## src/rtl/pipeline_hazard_ctrl.sv

```systemverilog
// Central stall/flush sequencer for the 5-stage RV32 pipeline; one arbitration point for all
// pipeline register enables. Define HAZARD_PERF_CNT_EN to build the stall/flush counters.
module pipeline_hazard_ctrl #(
   parameter int unsigned FREEZE_LIMIT = 255
) (
   input  logic        CLK,
   input  logic        RESET,
   input  logic [4:0]  ID_RS1,
   input  logic [4:0]  ID_RS2,
   input  logic        ID_USES_RS1,
   input  logic        ID_USES_RS2,
   input  logic [4:0]  EX_RD,
   input  logic        EX_MEM_READ,
   input  logic        EX_BRANCH_TAKEN,
   input  logic        IMEM_BUSY,
   input  logic        DMEM_BUSY,
   output logic        PC_WRITE,
   output logic        IFID_WRITE,
   output logic        IDEX_WRITE,
   output logic        EXMEM_WRITE,
   output logic        MEMWB_WRITE,
   output logic        IFID_FLUSH,
   output logic        IDEX_FLUSH,
   output logic        BUSY_WAIT,
   output logic [1:0]  STATE,
   output logic        FREEZE_TIMEOUT,
   output logic [31:0] STALL_CNT,
   output logic [31:0] FLUSH_CNT
);

   typedef enum logic [1:0] {StRun = 2'd0, StFreeze = 2'd1} state_e;

   state_e      state_q, state_d;
   logic        pend_flush_q, pend_flush_d;
   logic [15:0] freeze_cnt_q, freeze_cnt_d;
   logic        timeout_q, timeout_d;
   logic        busy, br, lu;

   assign busy = IMEM_BUSY | DMEM_BUSY;
   assign br   = EX_BRANCH_TAKEN | pend_flush_q;
   assign lu   = EX_MEM_READ & (EX_RD != 5'd0) &
                 ((ID_USES_RS1 & (ID_RS1 == EX_RD)) | (ID_USES_RS2 & (ID_RS2 == EX_RD)));

   always_comb begin
      PC_WRITE     = 1'b1;
      IFID_WRITE   = 1'b1;
      IDEX_WRITE   = 1'b1;
      EXMEM_WRITE  = 1'b1;
      MEMWB_WRITE  = 1'b1;
      IFID_FLUSH   = 1'b0;
      IDEX_FLUSH   = 1'b0;
      BUSY_WAIT    = 1'b0;
      state_d      = StRun;
      pend_flush_d = pend_flush_q;
      freeze_cnt_d = 16'd0;
      timeout_d    = timeout_q;
      if (!RESET) begin
         PC_WRITE     = 1'b0;
         IFID_WRITE   = 1'b0;
         IDEX_WRITE   = 1'b0;
         EXMEM_WRITE  = 1'b0;
         MEMWB_WRITE  = 1'b0;
         IFID_FLUSH   = 1'b1;
         IDEX_FLUSH   = 1'b1;
         pend_flush_d = 1'b0;
         timeout_d    = 1'b0;
      end else if (busy) begin
         PC_WRITE     = 1'b0;
         IFID_WRITE   = 1'b0;
         IDEX_WRITE   = 1'b0;
         EXMEM_WRITE  = 1'b0;
         MEMWB_WRITE  = 1'b0;
         BUSY_WAIT    = 1'b1;
         state_d      = StFreeze;
         // A branch seen while frozen is replayed on the first free cycle.
         pend_flush_d = pend_flush_q | EX_BRANCH_TAKEN;
         if (state_q != StFreeze) begin
            freeze_cnt_d = 16'd1;
         end else if (freeze_cnt_q == 16'hFFFF) begin
            freeze_cnt_d = freeze_cnt_q;
         end else begin
            freeze_cnt_d = freeze_cnt_q + 16'd1;
         end
         if (freeze_cnt_d == 16'(FREEZE_LIMIT)) begin
            timeout_d = 1'b1;
         end
      end else if (br) begin
         IFID_FLUSH   = 1'b1;
         IDEX_FLUSH   = 1'b1;
         pend_flush_d = 1'b0;
      end else if (lu) begin
         PC_WRITE   = 1'b0;
         IFID_WRITE = 1'b0;
         IDEX_FLUSH = 1'b1;
      end
   end

   // Debug view reflects the decision taken this cycle.
   assign STATE          = state_d;
   assign FREEZE_TIMEOUT = timeout_q;

   always_ff @(posedge CLK) begin
      state_q      <= state_d;
      pend_flush_q <= pend_flush_d;
      freeze_cnt_q <= freeze_cnt_d;
      timeout_q    <= timeout_d;
   end

`ifdef HAZARD_PERF_CNT_EN
   logic [31:0] stall_cnt_q, flush_cnt_q;

   always_ff @(posedge CLK) begin
      if (!RESET) begin
         stall_cnt_q <= 32'd0;
         flush_cnt_q <= 32'd0;
      end else begin
         if (!PC_WRITE)  stall_cnt_q <= stall_cnt_q + 32'd1;
         if (IFID_FLUSH) flush_cnt_q <= flush_cnt_q + 32'd1;
      end
   end

   assign STALL_CNT = stall_cnt_q;
   assign FLUSH_CNT = flush_cnt_q;
`else
   assign STALL_CNT = 32'd0;
   assign FLUSH_CNT = 32'd0;
`endif

endmodule

```

## config.mk

```make
export PLATFORM = sky130hd
export DESIGN_NAME = pipeline_hazard_ctrl
export DESIGN_NICKNAME = d
export VERILOG_FILES = /design/src/rtl/pipeline_hazard_ctrl.sv
export SDC_FILE = /design/constraint.sdc
export NUM_CORES = 1
export LEC_CHECK = 0
export CAP_MARGIN = 40
export CORE_MARGIN = 3
export CORE_UTILIZATION = 40
export CTS_CLUSTER_DIAMETER = 40
export DETAILED_ROUTE_END_ITERATION = 16
export HOLD_SLACK_MARGIN = 0.05
export PLACE_DENSITY = 0.85
export SYNTH_ARGS = -nofsm -noshare
export SYNTH_HDL_FRONTEND = slang
export SYNTH_SLANG_ARGS = --single-unit
```

## constraint.sdc

```tcl
create_clock -name CLK -period 4.85 [get_ports CLK]
set_input_delay 0.97 -clock CLK [delete_from_list [all_inputs] [get_ports CLK]]
set_output_delay 0.97 -clock CLK [all_outputs]
set_load 0.03 [all_outputs]
```

==> results_dict.tcl <==
set metrics [dict create \
    p_seq_share_pct 40.9 \
    via_count 1183 \
    start_util_pct 43.4 \
    r2r_slack_ns 2.59 \
    final-seq-area_um2 380 \
    nFillCells 380 \
    postLayoutCoreUtil_pct 46.5 \
    drive_gt1_share_pct 6.31 \
    fin_crit_sh_pct 84.3 \
    via_per_inst 4.38 \
    synth_most_common_cell "buf_4" \
    crit_arrival_ns 3.12 \
    drtIter0Drc 26 \
    synth_common_cells "buf_4, dfxtp_1, xor2_1" \
    ys_warn_count 0 \
    reg2reg_depth 7 \
    dieArea_um2 4960 \
    yosys-top-cells-area "buf_4, dfxtp_1, xor2_1" \
    run_status "complete, no violations" \
    fp-row-count 22 \
    critPathLaunchType "input pin" \
    wl_per_cell_um 11.3 \
    p_clk_share_pct 28.2 \
    rsz0062_at_grt "false" \
    yosysTopAreaCellShare_pct 32.1 \
    drt_wl_total_um 3050 \
    hold_depth 1 \
    synth-edff-count 0 \
    p_int_uw 245 \
    clk_pin_slew_ns 0.07 \
    gp_congestion 0.841 \
    multiInputGateArea_um2 966 \
    worstHoldStart "FREEZE_TIMEOUT$_SDFFE_PN0P_" \
    dpl.hpwl_um 2490 \
    fp.dieH_um 70.5 \
    postSynthCellCount 195 \
    cts_buffer_depth 2 \
    ys_types 46 \
    coreArea_um2 3830 \
    cts_tree "done" \
    critical_path_class "input pin to output port" \
    clock_latency_ns 0.26 \
    yosys_most_used_dff "dfxtp_1" \
    gr-usage-all-layers_pct 11.7 \
    fin_worst_skew_ns 0.00598 \
    grt.met1_usage_pct 14.4 \
    power.density_nw_per_um2 220 \
    grt_pass1_vias 1015 \
    swShare_pct 37.4 \
    p_leak_nw 0.746 \
    maxCapViolCount 0 \
    finalMaxSlewViolations 0 \
    hold_viol 0 \
    met2_usage_pct 20.6 \
    cts_made_buffers 3 \
    busiest_layer "met2" \
    h-tree-depth 1 \
    cp_max_fo 3 \
    setup_tns_ns 0 \
    antenna_found_initial 0 \
    hold_class "flip-flop to flip-flop" \
    required_ns 3.88 \
    cts-resized-gates 0 \
    ctsHoldBuffers 0 \
    remaining_drc_errors 0 \
    worstMarginPinSlew_ns 0.511 \
    grt_use_met3_pct 1.73 \
    syn2layout_area_growth_pct 7.15 \
    firstDrtPassIters 4 \
    syn_avg_cell_area_um2 8.52 \
    hold_path_end "FREEZE_TIMEOUT$_SDFFE_PN0P_" \
    yosysTopAreaCell "buf_4" \
    ys_ff_latch 19 \
    worst_r2r_startpoint "freeze_cnt_q[0]$_SDFF_PN0_" \
    cts_sinks 19 \
    diodes 0 \
    die_w_um 70.5 \
    async_flop_share_pct 0 \
    boundaryPins 98 \
    drtAntennaViolNets 0 \
    nNetsFinal 247 \
    maxSlewHeadroom_pct 65.8 \
    grt_max_degree 15 \
    netlist_area_um2 1660 \
    setup_viol 0 \
    io_buffers 32 \
    yosysSeqAreaShare_pct 22.9 \
    post_cts_buffers 0 \
    max_freq_ghz 0.245 \
    r2r_end "FREEZE_TIMEOUT$_SDFFE_PN0P_" \
    crit_path_end_kind "output port" \
    grt_pass1_wl_um 4730 \
    power_frac_comb_pct 30.9 \
    gr-total-overflow 0 \
    peakVddDrop_mv 0.0899 \
    p_switching_uw 146 \
    critPathLaunch "EX_RD[3]" \
    fin_crit_ns 4.09 \
    cts_root_buffer "clkbuf_8" \
]
==> state kept, by name, summed over array words and instances, names as in the netlist <==
name            cells
pend_flush_q        1
FREEZE_TIMEOUT      1
freeze_cnt_q       16
state_q             1
==> layer usage <==
metal | part of all wire [%] | vias up | wire length [um]
met5 | 0 | - | 0
met4 | 1.7 | 0 | 53
met3 | 6.1 | 7 | 186
met2 | 54 | 45 | 1650
met1 | 38 | 543 | 1150
li1 | - | 588 | -
==> kinds of logic (layout without fill, tap and decap cells) <==
| family | count (synthesis) | after routing | synth area share (%) |
|---|---|---|---|
| AO/OA/AOI/OAI | 21 | 21 | 8.81 |
| XOR/XNOR | 20 | 20 | 10.5 |
| adder cells (fa/ha/maj) | 1 | 1 | 0.753 |
| buffers and inverters | 75 | 38 | 33.4 |
| flip-flops | 19 | 19 | 22.9 |
| multiplexers | 5 | 5 | 3.31 |
| other | 1 | 65 | 0.226 |
| AND/OR/NAND/NOR | 53 | 53 | 20.0 |
==> worst max-delay path by stage <==
stage | endpoint | slack (ns) | depth (start not counted)
2_1_floorplan | PC_WRITE | 1.31 | 3
3_3_place_gp | IFID_WRITE | 0.75 | 7
3_5_place_dp | PC_WRITE | 0.76 | 7
4_1_cts | PC_WRITE | 0.75 | 7
5_1_grt | PC_WRITE | 0.65 | 7
6_report | PC_WRITE | 0.76 | 7
==> through the flow <==
step	power (mW)	instance area, um^2	setup slack (ns)	hold WS [ns]	cells
final	0.391	1780	0.763	0.485	270
after global placement	0.282	1730	0.747	0.471	266
after global routing	0.408	1780	0.651	0.524	270
after CTS	0.393	1780	0.750	0.499	270
after detailed placement	0.283	1730	0.757	0.483	266
after floorplan	0.294	1900	1.31	0.450	259
==> layout make-up <==
class / count / area share, %
Clock inverter: 1 / 0.281
Inverter: 2 / 0.422
Multi-Input combinational cell: 165 / 54.3
Clock buffer: 3 / 2.32
Timing Repair Buffer: 32 / 18.0
Sequential cell: 19 / 21.4
Tap cell: 48 / 3.37
==> power by group through the flow <==
stage	sequential (mW)	combinational (mW)	clock, mW
3_3_place_gp	0.164	0.119	0
6_report	0.160	0.121	0.110
5_1_grt	0.160	0.127	0.120
4_1_cts	0.160	0.120	0.113
2_1_floorplan	0.163	0.131	0
3_5_place_dp	0.164	0.120	0
==> layout by cell type, fill, tap and decap left out, types with 2 or more instances in the layout <==
cell             instances
dfxtp_1                 19
and4_1                   2
nand3_1                  3
nand4_1                  4
nand2_1                  8
xor2_1                  13
nor3_1                   2
xnor2_1                  7
a31oi_1                  3
or3_1                    2
nand2b_1                 2
conb_1                  65
clkbuf_8                 3
nor2_1                  12
and3_1                   2
a21oi_1                  6
mux2i_1                  4
nor4_1                   3
inv_1                    2
nor2b_1                  2
clkdlybuf4s50_1         32
o21ai_0                  2
==> worst max-delay path, stage by stage <==
cell and delay [ns]:
clkdlybuf4s50_1 0.47, xor2_1 0.19, nor4_1 0.28, and3_1 0.20, o221ai_1 0.12, o31a_1 0.28, clkdlybuf4s50_1 0.61
No activity file was read; power rests on OpenSTA's default activity.
